### src/rtl/plab5_mcore_mem_req_net_injector.sv
// Purpose : wraps memory requests into network messages routed to a bank by address.
// Latency : 1 cycle through a 2-entry FIFO (no empty bypass); 1 message/cycle sustained.
// Backpressure: in_rdy drops when both entries are full, regardless of out_rdy.
//
// Ports:
//   clk, reset         - clock; asynchronous active-high reset
//   in_val/in_rdy/in_msg    - memory request in {type, opaque, addr, len, data}
//   out_val/out_rdy/out_msg - network message out {dest, src, opaque, payload}
//   num_sent           - 16-bit wrapping count of network messages sent
module plab5_mcore_mem_req_net_injector #(
  parameter int p_net_src           = 0,
  parameter int p_num_ports         = 4,
  parameter int p_mem_opaque_nbits  = 8,
  parameter int p_mem_addr_nbits    = 32,
  parameter int p_mem_data_nbits    = 32,
  parameter int p_net_opaque_nbits  = 4,
  parameter int p_net_srcdest_nbits = 2,
  localparam int c_len_nbits = $clog2(p_mem_data_nbits / 8),
  localparam int c_req_nbits = 3 + p_mem_opaque_nbits + p_mem_addr_nbits
                               + c_len_nbits + p_mem_data_nbits,
  localparam int c_net_nbits = c_req_nbits + p_net_opaque_nbits
                               + 2 * p_net_srcdest_nbits
) (
  input  logic                   clk,
  input  logic                   reset,
  input  logic                   in_val,
  output logic                   in_rdy,
  input  logic [c_req_nbits-1:0] in_msg,
  output logic                   out_val,
  input  logic                   out_rdy,
  output logic [c_net_nbits-1:0] out_msg,
  output logic [15:0]            num_sent
);

  // Bit offsets of the request fields, LSB first: data, len, addr, opaque, type.
  localparam int c_len_lsb  = p_mem_data_nbits;
  localparam int c_addr_lsb = c_len_lsb + c_len_nbits;
  localparam int c_opq_lsb  = c_addr_lsb + p_mem_addr_nbits;
  // Low opaque bits kept from the original request; the top bits carry our source ID.
  localparam int c_opq_keep = p_mem_opaque_nbits - p_net_srcdest_nbits;

  localparam logic [p_net_srcdest_nbits-1:0] c_src = p_net_srcdest_nbits'(p_net_src);

  // FIFO state
  logic                   wr_ptr_q, wr_ptr_d;
  logic                   rd_ptr_q, rd_ptr_d;
  logic [1:0]             count_q, count_d;
  logic [15:0]            num_sent_q, num_sent_d;
  logic [c_req_nbits-1:0] entry_q [0:1];
  logic [c_req_nbits-1:0] entry_d [0:1];

  logic enq;
  logic deq;

  always_comb begin
    in_rdy  = !reset && (count_q != 2'd2);
    out_val = (count_q != 2'd0);
    enq     = in_val && in_rdy;
    deq     = out_val && out_rdy;
  end

  always_comb begin
    wr_ptr_d   = wr_ptr_q;
    rd_ptr_d   = rd_ptr_q;
    count_d    = count_q;
    num_sent_d = num_sent_q;
    entry_d[0] = entry_q[0];
    entry_d[1] = entry_q[1];

    if (enq) begin
      entry_d[wr_ptr_q] = in_msg;
      wr_ptr_d          = ~wr_ptr_q;
    end

    if (deq) begin
      rd_ptr_d   = ~rd_ptr_q;
      num_sent_d = num_sent_q + 16'd1;
    end

    // Simultaneous enqueue and dequeue leaves the occupancy unchanged.
    case ({enq, deq})
      2'b10:   count_d = count_q + 2'd1;
      2'b01:   count_d = count_q - 2'd1;
      default: count_d = count_q;
    endcase
  end

  always_ff @(posedge clk or posedge reset) begin
    if (reset) begin
      wr_ptr_q   <= 1'b0;
      rd_ptr_q   <= 1'b0;
      count_q    <= 2'd0;
      num_sent_q <= 16'd0;
    end else begin
      wr_ptr_q   <= wr_ptr_d;
      rd_ptr_q   <= rd_ptr_d;
      count_q    <= count_d;
      num_sent_q <= num_sent_d;
    end
  end

  // Payload storage is qualified by count, so it needs no reset.
  always_ff @(posedge clk) begin
    entry_q[0] <= entry_d[0];
    entry_q[1] <= entry_d[1];
  end

  // Translation of the head entry into a network message.
  logic [c_req_nbits-1:0]         head;
  logic [c_req_nbits-1:0]         payload;
  logic [p_net_srcdest_nbits-1:0] dest;

  always_comb begin
    head    = entry_q[rd_ptr_q];
    payload = head;
    payload[c_opq_lsb +: p_mem_opaque_nbits] = {c_src, head[c_opq_lsb +: c_opq_keep]};
    // Banks are interleaved on 16-byte lines: address bits above the line offset pick the bank.
    dest    = head[c_addr_lsb + 4 +: p_net_srcdest_nbits];
    out_msg = {dest, c_src, {p_net_opaque_nbits{1'b0}}, payload};
  end

  assign num_sent = num_sent_q;

endmodule

### config.mk
export PLATFORM = sky130hd
export DESIGN_NAME = plab5_mcore_mem_req_net_injector
export DESIGN_NICKNAME = d
export VERILOG_FILES = /design/src/rtl/plab5_mcore_mem_req_net_injector.sv
export SDC_FILE = /design/constraint.sdc
export NUM_CORES = 1
export LEC_CHECK = 0
export ABC_AREA = 1
export BUFFER_PORTS_ARGS = -buffer_cell sky130_fd_sc_hd__clkbuf_2
export CAP_MARGIN = 10
export CELL_PAD_IN_SITES_DETAIL_PLACEMENT = 2
export CELL_PAD_IN_SITES_GLOBAL_PLACEMENT = 2
export CORE_MARGIN = 5
export CORE_UTILIZATION = 33
export DETAILED_ROUTE_END_ITERATION = 10
export PLACE_DENSITY_LB_ADDON = 0.1
export RECOVER_POWER = 100
export SYNTH_ARGS = -nofsm -noshare
export SYNTH_HDL_FRONTEND = slang
export SYNTH_SLANG_ARGS = --single-unit
### constraint.sdc
create_clock -name clk -period 5.12 [get_ports clk]
set_input_delay 0.512 -clock clk [delete_from_list [all_inputs] [get_ports clk]]
set_output_delay 0.512 -clock clk [all_outputs]
set_load 0.005 [all_outputs]
## After elaboration in Yosys (flattened, before gate mapping)

Memory sizes are Yosys's and may differ from the RTL's.
Index checks and enable logic that the tools add are counted.
W data, S select, Z words.

- Bits in writable memories: 154
- Logic and storage cells: 28
- Output and inout port bits: 103
- Memories: 1
- Flip-flop bits (word level): 20

- Equal/unequal tests: 3
- Reductions and logical operators: 7
- Add/sub/neg operators: 3
- Mux-type cells: 5
- Bitwise operators: 3
- Magnitude comparators: 2

Memories:

| memory | words | bits a word | read ports | clocked after Yosys merged registers in | wr ports | line | source |
|---|---|---|---|---|---|---|---|
| entry_q | 2 | 77 | 3 | 0 | 2 | 49 | `logic [c_req_nbits-1:0] entry_q [0:1];` |

Operator list:

| operator | count |
|---|---|
| $bwmux W154 | 1 |
| $mux W154 | 1 |
| $demux W77 S1 | 1 |
| $mux W77 | 1 |
| $add A16 B1 Y16 const B | 1 |
| $logic_and A1 B1 Y1 | 4 |
| $pmux W2 S2 | 1 |
| $reduce_bool A2 Y1 | 2 |
| $add A2 B1 Y2 const B | 1 |
| $eq A2 B1 Y1 const B | 1 |
| $eq A2 B2 Y1 const B | 1 |
| $ge A2 B2 Y1 const B | 1 |
| $lt A2 B1 Y1 const B | 1 |
| $ne A2 B2 Y1 const B | 1 |
| $not A1 Y1 | 2 |
| $not A1 Y2 | 1 |
| $sub A2 B1 Y2 const B | 1 |
| $logic_not A1 Y1 | 1 |

## Longest topological paths before layout

Gate-level depths: netlist of run 1.

- Depth after elaboration: 7
- Depth in mapped cells: 8

## Worst setup path after synthesis of run 1

Ideal clock, no wire load.

- Path type: input to register
- Start point: input reset
- End point: memory entry_q[0][0] (netlist bit), enable pin
- Arrival time: 3.981 ns
- Setup time: 0.509 ns
- Cell stages on the path: 3
- Slack: 0.630 ns
- Cells stage by stage: a21oi_1 -> nand2_1 -> nor2_1

RTL lines:

| item | line | source |
|---|---|---|
| start: declaration | 25 | `input logic reset,` |
| end: declaration | 49 |  |

==> run_results.csv, run 1 <==
group,metric,value,unit
status,status,"complete, but fails checks",
status,violations,"capacitance limit, slew limit",
floorplanning,num_rows,51,
final_layout,num-fill-cells,2187,
sta,grt_setup_unrepaired,"false",
floorplanning,die_area,0.0228,mm^2
clocking,postCtsSetupBuffers,0,
logic_synthesis,synth.ff_latch_count,170,
logic_synthesis,synth.cell_area,0.00657,mm^2
setup_path,reg2reg_slack,1.79,ns
global_routing,grt_util_all_layers,0.157,
clocking,ctsResizeCount,0,
sta,fmax,300,MHz
placed_design,post-dp-hpwl,12000,um
clocking,cts.sinks,170,
floorplanning,die_w,151,um
clocking,clkLatencyLatePin,0.42,ns
setup_path,crit_start,"count_q[0]",
pwr,p_per_area,534,mW/mm^2
floorplanning,initial_core_util,0.337,
final_layout,antenna_cells,0,
clocking,clkSlewWorstSetupHoldPaths,0.07,ns
drt,drcViolationCount,0,
setup_path,path_max_fanout,43,
placed_design,io_buffers,173,
clocking,cts_tree,"done",
final_layout,final_cell_mix,"nand2_1 (262), edfxtp_1 (150), clkbuf_1 (137)",
global_routing,grt_overflow_total,0,
drt,firstDrtPassIters,4,
flow_run,cap_viol_max_count,5,
final_layout,fin_cells,989,
clocking,cts_hold_buffers,0,
sta,hold_ws,0.266,ns
global_routing,grt_max_degree,77,
setup_path,worstSetupEndpointType,"flip-flop",
final_layout,final_nets,794,
floorplanning,dieHeight,151,um
setup_path,crit_type,"flip-flop to flip-flop",
setup_path,cp.required,5.10,ns
sta,fin_skew,0.00992,ns
floorplanning,core-area,0.0195,mm^2
setup_path,crit_end,"entry_q[1][3]",
sta,fin_crit_sh,0.651,
clocking,htree_levels,4,
global_routing,grt_pass1_vias,5044,
setup_path,reg2regPathDepth,5,
logic_synthesis,synth_cells,534,
min_path,hp-class,"primary input to async pin",
logic_synthesis,ys_warn_count,0,
setup_path,r2r-end,"entry_q[1][3]",
final_layout,final_util,0.416,
setup_path,worst-endpoint-arrival,3.31,ns
drt,wl,17700,um
drt,drt_iter0_drc,187,
drt,vias,4458,
sta,hold_viol,0,
sta,max-slew-margin-rel,-0.755,
drt,via_per_inst,4.51,
sta,fin_crit,3.33,ns
sta,final-setup-viol-count,0,
sta,fin_setup_tns,0,ns
sta,finalMaxSlewViolations,231,
placed_design,routabilityCongestion,0.685,
setup_path,startpoint_type,"flip-flop",
drt,antenna_left,0,
setup_path,reg2reg_from,"count_q[0]",
logic_synthesis,synth.distinct_cells,25,
global_routing,grt_pass1_wl,27100,um
pwr,leakage,3.24,nW
sta,worst_pin_slew,2.63,ns
global_routing,antenna_found_initial,0,
logic_synthesis,yosysSeqAreaShare,0.761,
logic_synthesis,syn_avg_cell_area,12.3,um^2
final_layout,drive_gt1_frac,0.105,
clocking,cts-buffers-inserted,17,
clocking,clockBufferDepth,2,
final_layout,area_growth_syn_to_layout,23.6,%
pwr,peakVddDrop,253,uV
pwr,total_power,0.00434,W
final_layout,final_common_cell,"nand2_1",
drt,routedWlPerCell,17.9,um
floorplanning,io_pins,184,
placed_design,dp.cells,957,
clocking,clock-root-buffer,"clkbuf_16",
==> synthesized netlist by cell type <==
cell / count / share of area
a21oi_1: 2 / 0.0015
buf_2: 11 / 0.0084
buf_4: 10 / 0.011
buf_6: 1 / 0.0017
clkbuf_1: 6 / 0.0034
conb_1: 1 / 0.00057
dfrtp_1: 20 / 0.076
edfxtp_1: 150 / 0.69
ha_1: 2 / 0.0038
inv_1: 19 / 0.011
inv_2: 1 / 0.00057
nand2_1: 262 / 0.15
nand2_4: 1 / 0.0017
nand3_1: 4 / 0.0030
nand3b_1: 3 / 0.0034
nand3b_4: 1 / 0.0030
nand4_1: 3 / 0.0029
nor2_1: 17 / 0.0097
nor2_2: 3 / 0.0029
nor2_4: 1 / 0.0017
nor3_1: 1 / 0.00076
o21ai_0: 3 / 0.0023
o21ai_1: 1 / 0.00076
xnor2_1: 7 / 0.0093
xor2_1: 4 / 0.0053
==> how the worst min path moves through the flow <==
stage            startpoint             end  slack (ns)  cells after the start
2_1_floorplan         reset      count_q[0]        0.48                      1
3_3_place_gp   num_sent[15]    num_sent[15]        0.48                      2
3_5_place_dp   num_sent[15]    num_sent[15]        0.51                      2
4_1_cts          in_msg[32]  entry_q[1][32]        0.26                      1
5_1_grt          in_msg[25]  entry_q[0][25]        0.26                      1
6_report              reset      count_q[1]        0.27                      2
==> worst max-delay path, stage by stage, from the launching register on <==
cell and delay, ns:
dfrtp_1 0.42, inv_1 0.06, a21oi_1 0.18, nand2_1 0.16, nor2_1 0.16, clkbuf_1 1.88
==> layout make-up <==
| cell class | count | area (um^2) | area share |
|---|---|---|---|
| inverter | 20 | 75.1 | 0.00924 |
| clock buffer | 17 | 425 | 0.0523 |
| sequential | 170 | 5010 | 0.616 |
| clock inverter | 15 | 230 | 0.0283 |
| multi-input combinational | 323 | 1330 | 0.164 |
| timing repair buffer | 179 | 726 | 0.0893 |
| tap | 265 | 332 | 0.0408 |
==> metrics by stage <==
| stage | cell area [um^2] | setup slack, ns |
|---|---|---|
| global placement | 7690 | 2.76 |
| CTS | 8350 | 2.23 |
| floorplan | 6600 | 0.630 |
| global route | 8130 | 1.47 |
| finish | 8130 | 1.79 |
| detailed placement | 7690 | 2.74 |
==> registers in the layout, summed over array words and instances, names as in the netlist <==
signal,cells
wr_ptr_q,1
entry_q,150
count_q,2
rd_ptr_q,1
num_sent,16
==> report_power, final <==
| group | total [W] | leakage (nW) | internal, W | switching, W |
|---|---|---|---|---|
| clock | 0.00143 | 0.319 | 0.000877 | 0.000558 |
| sequential | 0.00181 | 1.63 | 0.00173 | 0.0000803 |
| combinational | 0.00109 | 1.29 | 0.000344 | 0.000749 |
==> layer usage <==
metal	vias up	routed length, um	track usage
met1	2234	7030	0.180
met4	0	224	0.0471
met3	15	1090	0.0461
met2	113	9360	0.284
met5	-	0	0
li1	2096	-	-
==> kinds of logic after synthesis <==
family,share of synthesized area
other cells,0.000570
fa+ha+maj,0.00381
simple gates,0.179
buf+inv,0.0364
xor+xnor,0.0147
compound gates,0.00457
flops,0.761
No activity file was read; power rests on OpenSTA's default activity.
==> run 2: changes to the inputs <==
--- a/config.mk
+++ b/config.mk
@@ -5,7 +5,7 @@
 export SDC_FILE = /design/constraint.sdc
 export NUM_CORES = 1
 export LEC_CHECK = 0
-export ABC_AREA = 1
+export ABC_AREA = 0
 export BUFFER_PORTS_ARGS = -buffer_cell sky130_fd_sc_hd__clkbuf_2
 export CAP_MARGIN = 10
 export CELL_PAD_IN_SITES_DETAIL_PLACEMENT = 2
==> constraint.sdc (replaced) <==
create_clock -name clk -period 2.77 [get_ports clk]
set_input_delay 0.277 -clock clk [delete_from_list [all_inputs] [get_ports clk]]
set_output_delay 0.277 -clock clk [all_outputs]
set_load 0.005 [all_outputs]
==> run_results.csv, run 2 <==
group,metric,value,unit
status,status,"finished, final reports clean",
logic_synthesis,synth.area.top_cells,"edfxtp_1 (71%), mux2_2 (13%), dfrtp_1 (7.8%)",
drt,drcViolationCount,0,
clocking,postCtsSetupBuffers,0,
min_path,hp-class,"primary input to async pin",
drt,firstDrtPassIters,4,
sta,fmax,446,MHz
logic_synthesis,synth_cells,323,
clocking,cts.sinks,170,
logic_synthesis,synth_top_area_share,0.705,
floorplanning,core-area,0.0189,mm^2
setup_path,worstSetupEndpointType,"primary output",
global_routing,grt_pass1_wl,21500,um
final_layout,area_growth_syn_to_layout,24.3,%
flow_run,cap_viol_max_count,0,
pwr,leakage,2.75,nW
logic_synthesis,synthMostInstantiatedCell,"edfxtp_1",
final_layout,largest_reg_flops,150,
sta,worst_pin_slew,0.820,ns
final_layout,final_cell_mix,"edfxtp_1 (150), clkbuf_1 (126), mux2_2 (71)",
drt,via_per_inst,4.41,
clocking,clkSlewWorstSetupHoldPaths,0.07,ns
logic_synthesis,ys_warn_count,0,
clocking,cts-buffers-inserted,17,
logic_synthesis,synth_ff_type,"edfxtp_1",
drt,routedWlPerCell,18.0,um
setup_path,critPathMaxStageDelay,0.53,ns
floorplanning,io_pins,184,
logic_synthesis,synth.ff_latch_count,170,
logic_synthesis,syn_avg_cell_area,19.8,um^2
sta,final-setup-viol-count,0,
sta,fin_crit,2.24,ns
global_routing,grt_pass1_vias,3878,
clocking,cts_tree,"done",
placed_design,routabilityCongestion,0.723,
logic_synthesis,yosys-top-cells-count,"edfxtp_1 (150), mux2_2 (75), dfrtp_1 (20), xnor2_1 (17), buf_4 (10)",
setup_path,startpoint_type,"flip-flop",
drt,antenna_left,0,
clocking,ctsResizeCount,0,
final_layout,antenna_cells,0,
final_layout,final_common_cell,"edfxtp_1",
final_layout,final_nets,593,
global_routing,grt_overflow_total,0,
logic_synthesis,synth_edf_count,150,
floorplanning,initial_core_util,0.338,
placed_design,post-dp-hpwl,9790,um
sta,fin_skew,0.0110,ns
logic_synthesis,yosysSeqAreaShare,0.784,
clocking,clock-root-buffer,"clkbuf_16",
sta,max-slew-margin-rel,0.452,
logic_synthesis,synth_top_area_cell,"edfxtp_1",
drt,wl,14000,um
global_routing,grt_util_all_layers,0.129,
floorplanning,num_rows,50,
clocking,clkLatencyLatePin,0.42,ns
logic_synthesis,synth.cell_area,0.00638,mm^2
setup_path,cp_slowest_cell,"clkbuf_4",
drt,vias,3448,
pwr,p_per_area,920,mW/mm^2
logic_synthesis,synthArstFlopShare,0.118,
setup_path,path_max_fanout,45,
clocking,cts_hold_buffers,0,
final_layout,drive_gt1_frac,0.307,
final_layout,top_register,"entry_q",
global_routing,grt_max_degree,50,
final_layout,final_util,0.420,
sta,fin_setup_tns,0,ns
setup_path,cp_cell_sequence,"clkbuf_4, mux2_1, clkbuf_2",
floorplanning,dieHeight,149,um
clocking,htree_levels,4,
clocking,clockBufferDepth,2,
pwr,total_power,0.00731,W
setup_path,cp.required,2.49,ns
final_layout,stdcell_area,0.00794,mm^2
drt,drt_iter0_drc,155,
placed_design,io_buffers,173,
floorplanning,die_area,0.0222,mm^2
setup_path,crit_type,"flip-flop to primary output",
sta,fin_crit_sh,0.810,
sta,hold_viol,0,
pwr,peakVddDrop,422,uV
global_routing,antenna_found_initial,0,
placed_design,placed_area,0.00759,mm^2
sta,finalMaxSlewViolations,0,
setup_path,worst-endpoint-arrival,1.97,ns
sta,grt_setup_unrepaired,"false",
logic_synthesis,synth.distinct_cells,24,
floorplanning,die_w,149,um
final_layout,num-fill-cells,1914,
[run 2: path summary, 6_finish.rpt]
kind | startpoint | slack (ns) | depth (start not counted) | end
setup / recovery | rd_ptr_q | 0.53 | 3 | out_msg[83]
hold / removal | reset | 0.01 | 2 | count_q[1]
hold reg to reg | num_sent[15] | 0.47 | 1 | num_sent[15]
max in group asynchronous | reset | 2.15 | 2 | rd_ptr_q
min in group clk | in_msg[59] | 0.04 | 1 | entry_q[1][59]
setup reg to reg | count_q[0] | 0.56 | 4 | entry_q[1][69]
[run 2: power by group]
group	internal, W	switching, W
combinational	0.000807	0.000896
clock	0.00131	0.000951
sequential	0.00318	0.000154
[run 2: metrics by stage]
step,worst slack [ns],hold WS [ns],instances
2_1_floorplan,0.352,0.241,330
3_3_place_gp,0.797,0.464,751
3_5_place_dp,0.743,0.466,751
4_1_cts,0.663,0.0149,781
5_1_grt,0.366,0.0141,781
6_report,0.527,0.0108,781
[run 2: critical path: cells and delay by family (launching register included)]
kind,cells,cell delay [ns]
multiplexers,1,0.43
buffers and inverters,2,0.66
flip-flops,1,0.40
[run 2: per-layer routing]
layer	routed length [um]	vias up	GRT usage
li1	-	1585	-
met2	7340	113	0.223
met1	5500	1732	0.145
met3	941	18	0.0465
met5	0	-	0
met4	233	0	0.0508
[run 2: kinds of logic after synthesis]
group | after synthesis | share of synthesized area
other | 1 | 0.000587
adders and majority gates | 2 | 0.00392
buffers and inverters | 22 | 0.0204
DFF | 170 | 0.784
and+or+nand+nor | 31 | 0.0270
xor gates and xnor gates | 20 | 0.0286
muxes | 75 | 0.132
AOI/OAI and AO/OA | 2 | 0.00333
[run 2: cell type report]
type	instances	area, um^2	area share
Multi-Input combinational cell	138	1270	0.160
Sequential cell	170	5010	0.631
Timing Repair Buffer	179	764	0.0963
Clock buffer	18	429	0.0541
Tap cell	260	325	0.0410
Clock inverter	12	126	0.0159
Inverter	4	15.0	0.00189
